[config.mk]
export PLATFORM = sky130hd
export DESIGN_NAME = oam_dma_arbiter
export DESIGN_NICKNAME = d
export VERILOG_FILES = /design/src/rtl/nes_pkg.sv /design/src/rtl/oam_dma_arbiter.sv
export SDC_FILE = /design/constraint.sdc
export NUM_CORES = 1
export LEC_CHECK = 0
export ABC_AREA = 1
export CORE_ASPECT_RATIO = 0.75
export CORE_UTILIZATION = 43
export DETAILED_ROUTE_END_ITERATION = 16
export GPL_ROUTABILITY_DRIVEN = 0
export PLACE_DENSITY = 0.79
export RECOVER_POWER = 50
export SYNTH_ARGS = -nofsm -noshare
export SYNTH_HDL_FRONTEND = slang
export SYNTH_SLANG_ARGS = --single-unit
[constraint.sdc]
create_clock -name clock -period 1.5 [get_ports clock]
set_clock_uncertainty 0.05 [all_clocks]
set_input_delay 0.15 -clock clock [delete_from_list [all_inputs] [get_ports clock]]
set_output_delay 0.15 -clock clock [all_outputs]
set_load 0.1 [all_outputs]
[src/rtl/nes_pkg.sv]
// Shared definitions for the 2A03 sprite-DMA / CPU-bus arbiter.
//   dmaState_t    : controller states (IDLE, HALT, ALIGN, GET, PUT)
//   DMA_REG_ADDR  : CPU address whose write starts a sprite DMA
//   OAM_DATA_ADDR : PPU OAM data port that receives each byte
//   XFER_LEN      : bytes moved per DMA (one full page)
package nes_pkg;

  typedef enum logic [2:0] {
    IDLE  = 3'd0,
    HALT  = 3'd1,
    ALIGN = 3'd2,
    GET   = 3'd3,
    PUT   = 3'd4
  } dmaState_t;

  localparam logic [15:0] DMA_REG_ADDR  = 16'h4014;
  localparam logic [15:0] OAM_DATA_ADDR = 16'h2004;
  localparam int          XFER_LEN      = 256;

endpackage

[src/rtl/oam_dma_arbiter.sv]
// Sprite-DMA controller and CPU-bus arbiter.
// A CPU write to DMA_REG_ADDR halts the 6502 (ready low), then the block
// owns the system bus and copies page {page,00}..{page,FF} to OAM_DATA_ADDR
// as alternating get (read) / put (write) cycles before handing the bus back.
//
// Ports:
//   clock       in   CPU clock, rising edge
//   reset       in   synchronous, active-high
//   cpuAddr     in   address from the CPU core
//   cpuDataOut  in   CPU write data
//   cpuWrite    in   CPU write strobe (0 = read)
//   busDataIn   in   read data from the system bus
//   ready       out  to CPU ready input (0 halts the core)
//   busAddr     out  muxed system-bus address
//   busDataOut  out  muxed system-bus write data
//   busWrite    out  muxed system-bus write strobe
//   dmaActive   out  high while DMA drives the bus (ALIGN, GET, PUT)
module oam_dma_arbiter #(
  parameter logic [15:0] DMA_REG_ADDR  = nes_pkg::DMA_REG_ADDR,
  parameter logic [15:0] OAM_DATA_ADDR = nes_pkg::OAM_DATA_ADDR,
  parameter int          XFER_LEN      = nes_pkg::XFER_LEN
) (
  input  logic        clock,
  input  logic        reset,
  input  logic [15:0] cpuAddr,
  input  logic [7:0]  cpuDataOut,
  input  logic        cpuWrite,
  input  logic [7:0]  busDataIn,
  output logic        ready,
  output logic [15:0] busAddr,
  output logic [7:0]  busDataOut,
  output logic        busWrite,
  output logic        dmaActive
);

  import nes_pkg::*;

  dmaState_t   r_state;
  dmaState_t   w_nextState;
  logic        r_parity;   // 0 = get slot, 1 = put slot
  logic [7:0]  r_idx;
  logic [7:0]  r_page;
  logic [7:0]  r_data;
  logic        w_trigger;

  assign w_trigger = cpuWrite && (cpuAddr == DMA_REG_ADDR);

  always_comb begin
    w_nextState = r_state;
    case (r_state)
      IDLE:    if (w_trigger) w_nextState = HALT;
      // The 6502 ignores ready during writes, so stay here until the first
      // read cycle. r_parity is the current slot; the following cycle has the
      // opposite parity, so a put-slot halt leads straight into a get slot.
      HALT:    if (!cpuWrite) w_nextState = r_parity ? GET : ALIGN;
      ALIGN:   w_nextState = GET;
      GET:     w_nextState = PUT;
      PUT:     w_nextState = (r_idx == 8'hFF) ? IDLE : GET;
      default: w_nextState = IDLE;
    endcase
  end

  always_ff @(posedge clock) begin
    if (reset) begin
      r_state  <= IDLE;
      r_parity <= 1'b0;
      r_idx    <= 8'h00;
      r_page   <= 8'h00;
      r_data   <= 8'h00;
    end else begin
      r_state  <= w_nextState;
      r_parity <= ~r_parity;
      if ((r_state == IDLE) && w_trigger) begin
        r_page <= cpuDataOut;
        r_idx  <= 8'h00;
      end
      if (r_state == GET) r_data <= busDataIn;
      // 8-bit wrap on the last put; the page never advances.
      if (r_state == PUT) r_idx <= r_idx + 8'd1;
    end
  end

  assign ready     = (r_state == IDLE);
  assign dmaActive = (r_state == ALIGN) || (r_state == GET) || (r_state == PUT);

  always_comb begin
    busAddr    = cpuAddr;
    busDataOut = cpuDataOut;
    busWrite   = cpuWrite;
    case (r_state)
      ALIGN: busWrite = 1'b0;
      GET: begin
        busAddr  = {r_page, r_idx};
        busWrite = 1'b0;
      end
      PUT: begin
        busAddr    = OAM_DATA_ADDR;
        busDataOut = r_data;
        busWrite   = 1'b1;
      end
      default: ;
    endcase
  end

  // Transfer length is tied to the 8-bit index; any other length is unsupported.
  always_ff @(posedge clock) begin
    assert (XFER_LEN == 256) else $error("oam_dma_arbiter: XFER_LEN must be 256");
  end

endmodule

==> results of run 1 <==
[through the flow]
stage | area [um^2] | cells | setup TNS, ns
2_1_floorplan | 1770 | 253 | -12.02
3_3_place_gp | 2950 | 387 | -1.53
3_5_place_dp | 2950 | 387 | -2.30
[cell usage after synthesis (all sizes together)]
cell type / count / area share (%)
nand2: 66 / 16
nor2: 41 / 11
o21ai: 37 / 12
inv: 36 / 8.6
dfxtp: 28 / 35
nand3: 14 / 5.2
a21oi: 9 / 2.8
buf: 6 / 3.0
clkbuf: 4 / 0.94
o211ai: 4 / 1.9
nand4: 2 / 0.78
o22ai: 2 / 0.78
a22o: 1 / 0.55
ha: 1 / 0.78
nand3b: 1 / 0.47
o22a: 1 / 0.55
[cells by family after synthesis]
kind of cell	after synthesis	synth area share, %
fa+ha+maj	1	0.782
flops	28	35.1
simple gates	124	33.5
compound gates	54	18.2
buf+inv	46	12.5
==> results.cfg, run 1 <==
[logic_synthesis]
syn_area_per_cell_um2 = 6.32
syn-instance-count = 253
yosysSeqAreaShare_pct = 35.1
yosysWarnings = 0
syn-cell-area_um2 = 1600
ys_types = 26
syn-num-nets = 289
ys_ff_latch = 28

[floorplanning]
initial_utilization_pct = 46.7
die_h_um = 54.8
row_count = 18
pin_count = 62
die_x_um = 72.4

[clocking]
clk_path_buf_depth = 2
ctsHoldBuffers = 0
postCtsSetupBuffers = 12
clock-root-buffer = clkbuf_8
clock-sinks = 28
cts_resized = 59
htree_levels = 1
numCtsBuffers = 3

[status]
status = did not finish
stop_stage = clock tree synthesis
error_line = [ERROR DPL-0033] detailed placement checks failed during check placement.

[placed_design]
port_buffers = 61
dp_worst_setup_slack_ns = -0.158
hpwl_mm = 4.15
==> run 2, diff against run 1 <==
--- a/config.mk
+++ b/config.mk
@@ -6,11 +6,10 @@
 export NUM_CORES = 1
 export LEC_CHECK = 0
 export ABC_AREA = 1
-export CORE_ASPECT_RATIO = 0.75
-export CORE_UTILIZATION = 43
+export CORE_UTILIZATION = 40
 export DETAILED_ROUTE_END_ITERATION = 16
 export GPL_ROUTABILITY_DRIVEN = 0
-export PLACE_DENSITY = 0.79
+export PLACE_DENSITY_LB_ADDON = 0.15
 export RECOVER_POWER = 50
 export SYNTH_ARGS = -nofsm -noshare
 export SYNTH_HDL_FRONTEND = slang
==> results.cfg, run 2 <==
[status]
status = complete, but fails checks
violations = negative setup slack

[logic_synthesis]
synth_xor_xnor_area_share_pct = 0
synth_top_family_by_area = simple AND/OR/NAND/NOR gates
syn-num-nets = 289
synth_most_common_cell = nand2_1
synth_edf_count = 0
syn-instance-count = 253
synthTopCellsByArea = dfxtp_1 (35%), nand2_1 (15%), o21ai_0 (8.8%)
syn_area_per_cell_um2 = 6.32
ys_types = 26
synth_top_area_cell = dfxtp_1
synth_simple_gate_area_share_pct = 33.5
async_flop_share_pct = 0
yosysWarnings = 0
synthTopCellsByCount = nand2_1 (65), nor2_1 (37), inv_1 (33)
synth_compound_area_share_pct = 18.2
yosysTopAreaCellShare_pct = 35.1
yosysSeqAreaShare_pct = 35.1
synthMuxAreaShare_pct = 0
synth_ff_type = dfxtp_1
synthAdderAreaFrac_pct = 0.782
ys_ff_latch = 28
syn-cell-area_um2 = 1600

[route]
wl_mm = 9.53
avgRoutedWirePerCell_um = 23.7
routed-via-count = 2461
drc = 0
drt_iter0_drc = 251
detail_route.first_pass.iterations = 5
via_per_inst = 6.11
ant_nets = 0

[floorplanning]
dieArea_um2 = 4250
initial_utilization_pct = 42.7
row_count = 22
die_h_um = 65.2
die_x_um = 65.2
core_area_um2 = 3740
pin_count = 62

[global_route]
grt_pass1_vias = 2167
grt_pass1_wl_mm = 10.5
grt_usage_pct = 32.5
antenna_found_initial = 0
grt_start_max_net_pins = 23
grt-ovfl-total = 0

[clocking]
clk_pin_slew_ns = 0.10
tritoncts = done
clock_latency_ns = 0.28
htree_levels = 1
numCtsBuffers = 3
clock-sinks = 28
clk_path_buf_depth = 2
clock-root-buffer = clkbuf_8
ctsHoldBuffers = 0

[power]
ir_drop_uv = 487
power_per_cell_area_nw_per_um2 = 552
power.leakage_nw = 1.59

[worst_setup_path]
crit_type = flop to primary output
cp_slowest_stage_delay_ns = 0.38
end_kind = primary output
worstPathRequired_ns = 1.30
worst_setup_path_start_kind = flop
crit_path_top_delay_cell = dfxtp_4
crit_fanout = 6
worstPathCellList = buf_4 -> nand2_4 -> inv_4 -> nor2_4 -> buf_8 -> buf_12 -> nand2_4 -> o21ai_4 -> buf_12
cp.arrival_ns = 1.70

[finish]
multiInputGateArea_um2 = 1320
n_fill_cell = 101
fin_util_pct = 94.5
final_cell_mix = nor2_1 (35), clkdlybuf4s50_1 (33), buf_4 (30), inv_1 (29)
reg.largest.list = r_data: 8 flops, r_idx: 8 flops, r_page: 8 flops
layout_commonest_cell = nor2_1
drive_above_1_share_pct = 47.3
nNetsFinal = 392
diodes = 0
ff_latch_area_um2 = 567
synthToLayoutAreaGrowth_pct = 121

[sta]
hold_ws_ns = 0.408
fin_ws_ns = -0.404
slew_violations = 0
finalSetupViolCount = 46
fin_crit_ns = 1.90
hold_viol = 0
fmax_mhz = 525
worstMarginPinSlew_ns = 0.526
period_share_pct = 127
relSlewSlack_pct = 65.0
rsz0062_at_grt = yes

[placed_design]
hpwl_mm = 3.94
port_buffers = 61
dp_worst_setup_slack_ns = -0.179

[hold_path]
hp-class = flop to flop

[flow_run]
drv_cap = 0
## run 2: final timing paths
path / start / to / slack (ns) / cells past startpoint
max: r_state[0]$_SDFFE_PP0P_ / busAddr[4] / -0.40 / 9
min: r_parity$_SDFF_PP0_ / r_parity$_SDFF_PP0_ / 0.41 / 1
max reg2reg: r_state[0]$_SDFFE_PP0P_ / r_page[7]$_SDFFE_PP0P_ / -0.32 / 11
min reg2reg: r_parity$_SDFF_PP0_ / r_parity$_SDFF_PP0_ / 0.41 / 1
## run 2: critical path, delay by kind of cell (launching register included)
kind                   cells  cell delay, ns
DFF                        1            0.38
and+or+nand+nor            3            0.30
buffers and inverters      5            0.67
AOI/OAI and AO/OA          1            0.07
## run 2: repair_timing
action | in CTS | in global routing
resized for setup | 60 | 48
setup endpoints to repair | 29 | 45
buffers inserted | 6 | 8
pin swaps | 10 | 9
cloned | 1 | 3
## run 2: layer usage
| layer | vias up | wire length, um | global-route usage [%] |
|---|---|---|---|
| met2 | 241 | 4660 | 58.4 |
| met5 | - | 0 | 0 |
| met3 | 77 | 887 | 8.16 |
| li1 | 1011 | - | - |
| met1 | 1132 | 3260 | 35.3 |
| met4 | 0 | 725 | 14.9 |
## run 2: metrics by stage
stage / instance area, um^2 / instances / setup TNS (ns) / power [mW]
after floorplan: 1770 / 253 / -12.02 / 1.10
after global placement: 2890 / 384 / -1.52 / 1.40
after detailed placement: 2890 / 384 / -2.19 / 1.40
after CTS: 3250 / 395 / -5.65 / 1.89
after global routing: 3540 / 403 / -16.72 / 2.00
final: 3540 / 403 / -12.34 / 1.95
## run 2: layout make-up
type	instances	share of cell area, %
multi-input cells	179	37.4
flip-flops and latches	28	16.0
repair buffers	108	38.9
well taps	48	1.70
inverters	36	4.42
clock buffers	4	1.56
## run 2: cells by family after synthesis
kind of cell	Yosys count
adder cells (fa/ha/maj)	1
AND/OR/NAND/NOR	124
flip-flops	28
buffers and inverters	46
AO/OA/AOI/OAI	54
## run 2: power by group
group	total [mW]	internal (mW)	switching, mW
clock network	0.494	0.236	0.258
registers	0.744	0.743	0.00126
logic	0.716	0.291	0.424
Power figures use the tool's default switching activity.
==> run 3, diff against run 2 <==
--- a/config.mk
+++ b/config.mk
@@ -11,6 +11,7 @@
 export GPL_ROUTABILITY_DRIVEN = 0
 export PLACE_DENSITY_LB_ADDON = 0.15
 export RECOVER_POWER = 50
+export REMOVE_ABC_BUFFERS = 1
 export SYNTH_ARGS = -nofsm -noshare
 export SYNTH_HDL_FRONTEND = slang
 export SYNTH_SLANG_ARGS = --single-unit
==> results.cfg, run 3 (synthesized netlist as in run 2, its figures left out) <==
[status]
status = complete, but fails checks
violations = negative setup slack

[route]
detail_route.first_pass.iterations = 5
routed-via-count = 2282
drc = 0
wl_mm = 7.58
ant_nets = 0
via_per_inst = 5.69
drt_iter0_drc = 273
avgRoutedWirePerCell_um = 18.9

[hold_path]
min_from = r_parity$_SDFF_PP0_
hp-class = flop to flop
hold_depth = 1
min_to = r_parity$_SDFF_PP0_

[worst_setup_path]
worst_setup_path_start_kind = flop
worstPathRequired_ns = 1.30
cp.arrival_ns = 1.69
r2r-end = r_idx[5]$_SDFFE_PP0P_
end_kind = primary output
r2r_cells = 11
crit_type = flop to primary output
crit_fanout = 5
r2r_start = r_state[0]$_SDFFE_PP0P_
worst-r2r-setup-slack_ns = -0.21

[clocking]
numCtsBuffers = 3
clock-root-buffer = clkbuf_8
clk_path_buf_depth = 2
clock-sinks = 28
clk_pin_slew_ns = 0.11
clock_latency_ns = 0.30
tritoncts = done
htree_levels = 1

[sta]
relSlewSlack_pct = 73.2
hold_viol = 0
slew_violations = 0
rsz0062_at_grt = yes
period_share_pct = 126
finalSetupViolCount = 40
hold_ws_ns = 0.394
fin_crit_ns = 1.89
fin_ws_ns = -0.391
fmax_mhz = 529
worstMarginPinSlew_ns = 0.398

[placed_design]
hpwl_mm = 3.69
dpl.cell_count = 381
dp_worst_setup_slack_ns = -0.257
placed_area_um2 = 2710
port_buffers = 61

[global_route]
grt_start_max_net_pins = 17
grt-ovfl-total = 0
grt_usage_pct = 28.8
antenna_found_initial = 0
grt_pass1_vias = 2016
grt_pass1_wl_mm = 9.43

[finish]
reg.largest.list = r_data: 8 flops, r_idx: 8 flops, r_page: 8 flops
synthToLayoutAreaGrowth_pct = 107
diodes = 0
nNetsFinal = 390
drive_above_1_share_pct = 40.2
design_area_um2 = 3320
layout.cells.non_filler = 401
final_cell_mix = nand2_1 (38), nor2_1 (34), clkdlybuf4s50_1 (34), inv_1 (31), buf_4 (26)
layout_commonest_cell = nand2_1

[floorplanning]
initial_utilization_pct = 42.7
dieArea_um2 = 4250
pin_count = 62
die_x_um = 65.2
core_area_um2 = 3740
die_h_um = 65.2
row_count = 22

[flow_run]
drv_cap = 0

[power]
power.leakage_nw = 1.49
power_per_cell_area_nw_per_um2 = 617
ir_drop_uv = 634
[run 3: worst max path at each step]
stage / from / to / slack, ns / depth (start not counted)
after floorplan: r_state[2]$_SDFFE_PP0P_ / busAddr[1] / -2.16 / 6
after CTS: r_state[1]$_SDFFE_PP0P_ / busAddr[1] / -0.27 / 9
after detailed placement: cpuWrite / r_idx[3]$_SDFFE_PP0P_ / -0.26 / 8
final: r_state[2]$_SDFFE_PP0P_ / busAddr[12] / -0.39 / 6
after global routing: r_state[2]$_SDFFE_PP0P_ / busAddr[12] / -0.42 / 6
after global placement: cpuAddr[14] / r_idx[5]$_SDFFE_PP0P_ / -0.23 / 8
[run 3: layout make-up]
cell class                 count  area (um^2)
tap                           48         60.1
clock buffer                   3         41.3
clock inverter                 1         30.0
sequential                    28          567
fill                         165          428
timing repair buffer         103         1290
inverter                      36          148
multi-input combinational    182         1170
[run 3: through the flow]
step,setup TNS (ns),util (%),total power [mW]
floorplan,-31.20,-,1.08
global placement,-4.28,72.3,1.37
detailed placement,-4.93,72.3,1.38
CTS,-5.55,80.6,1.98
global route,-10.86,88.6,2.08
finish,-8.75,88.6,2.05
[run 3: where the power goes]
| part | total [mW] | switching (mW) | internal (mW) |
|---|---|---|---|
| sequential | 0.744 | 0.00118 | 0.743 |
| combinational | 0.663 | 0.391 | 0.272 |
| clock | 0.639 | 0.280 | 0.359 |
[run 3: critical path, cell delays in order, from the launching register on]
cell	delay [ns]
dfxtp_2	0.37
inv_2	0.14
nor2_8	0.07
nor2_4	0.17
inv_1	0.14
o22ai_1	0.28
buf_12	0.22
[run 3: layer usage]
metal  track usage, %  vias up  part of all wire (%)
met3             3.13       23                   8.1
met1             36.2     1071                    39
met4             9.78        0                   2.8
met5                0        -                     0
li1                 -     1012                     -
met2             50.4      176                    50
[run 3: what timing repair did]
item,in CTS,in global routing
setup buffers,9,7
gates cloned,2,1
hold buffers,0,0
setup endpoints to repair,34,45
pin swaps,9,17
resized for setup,58,66
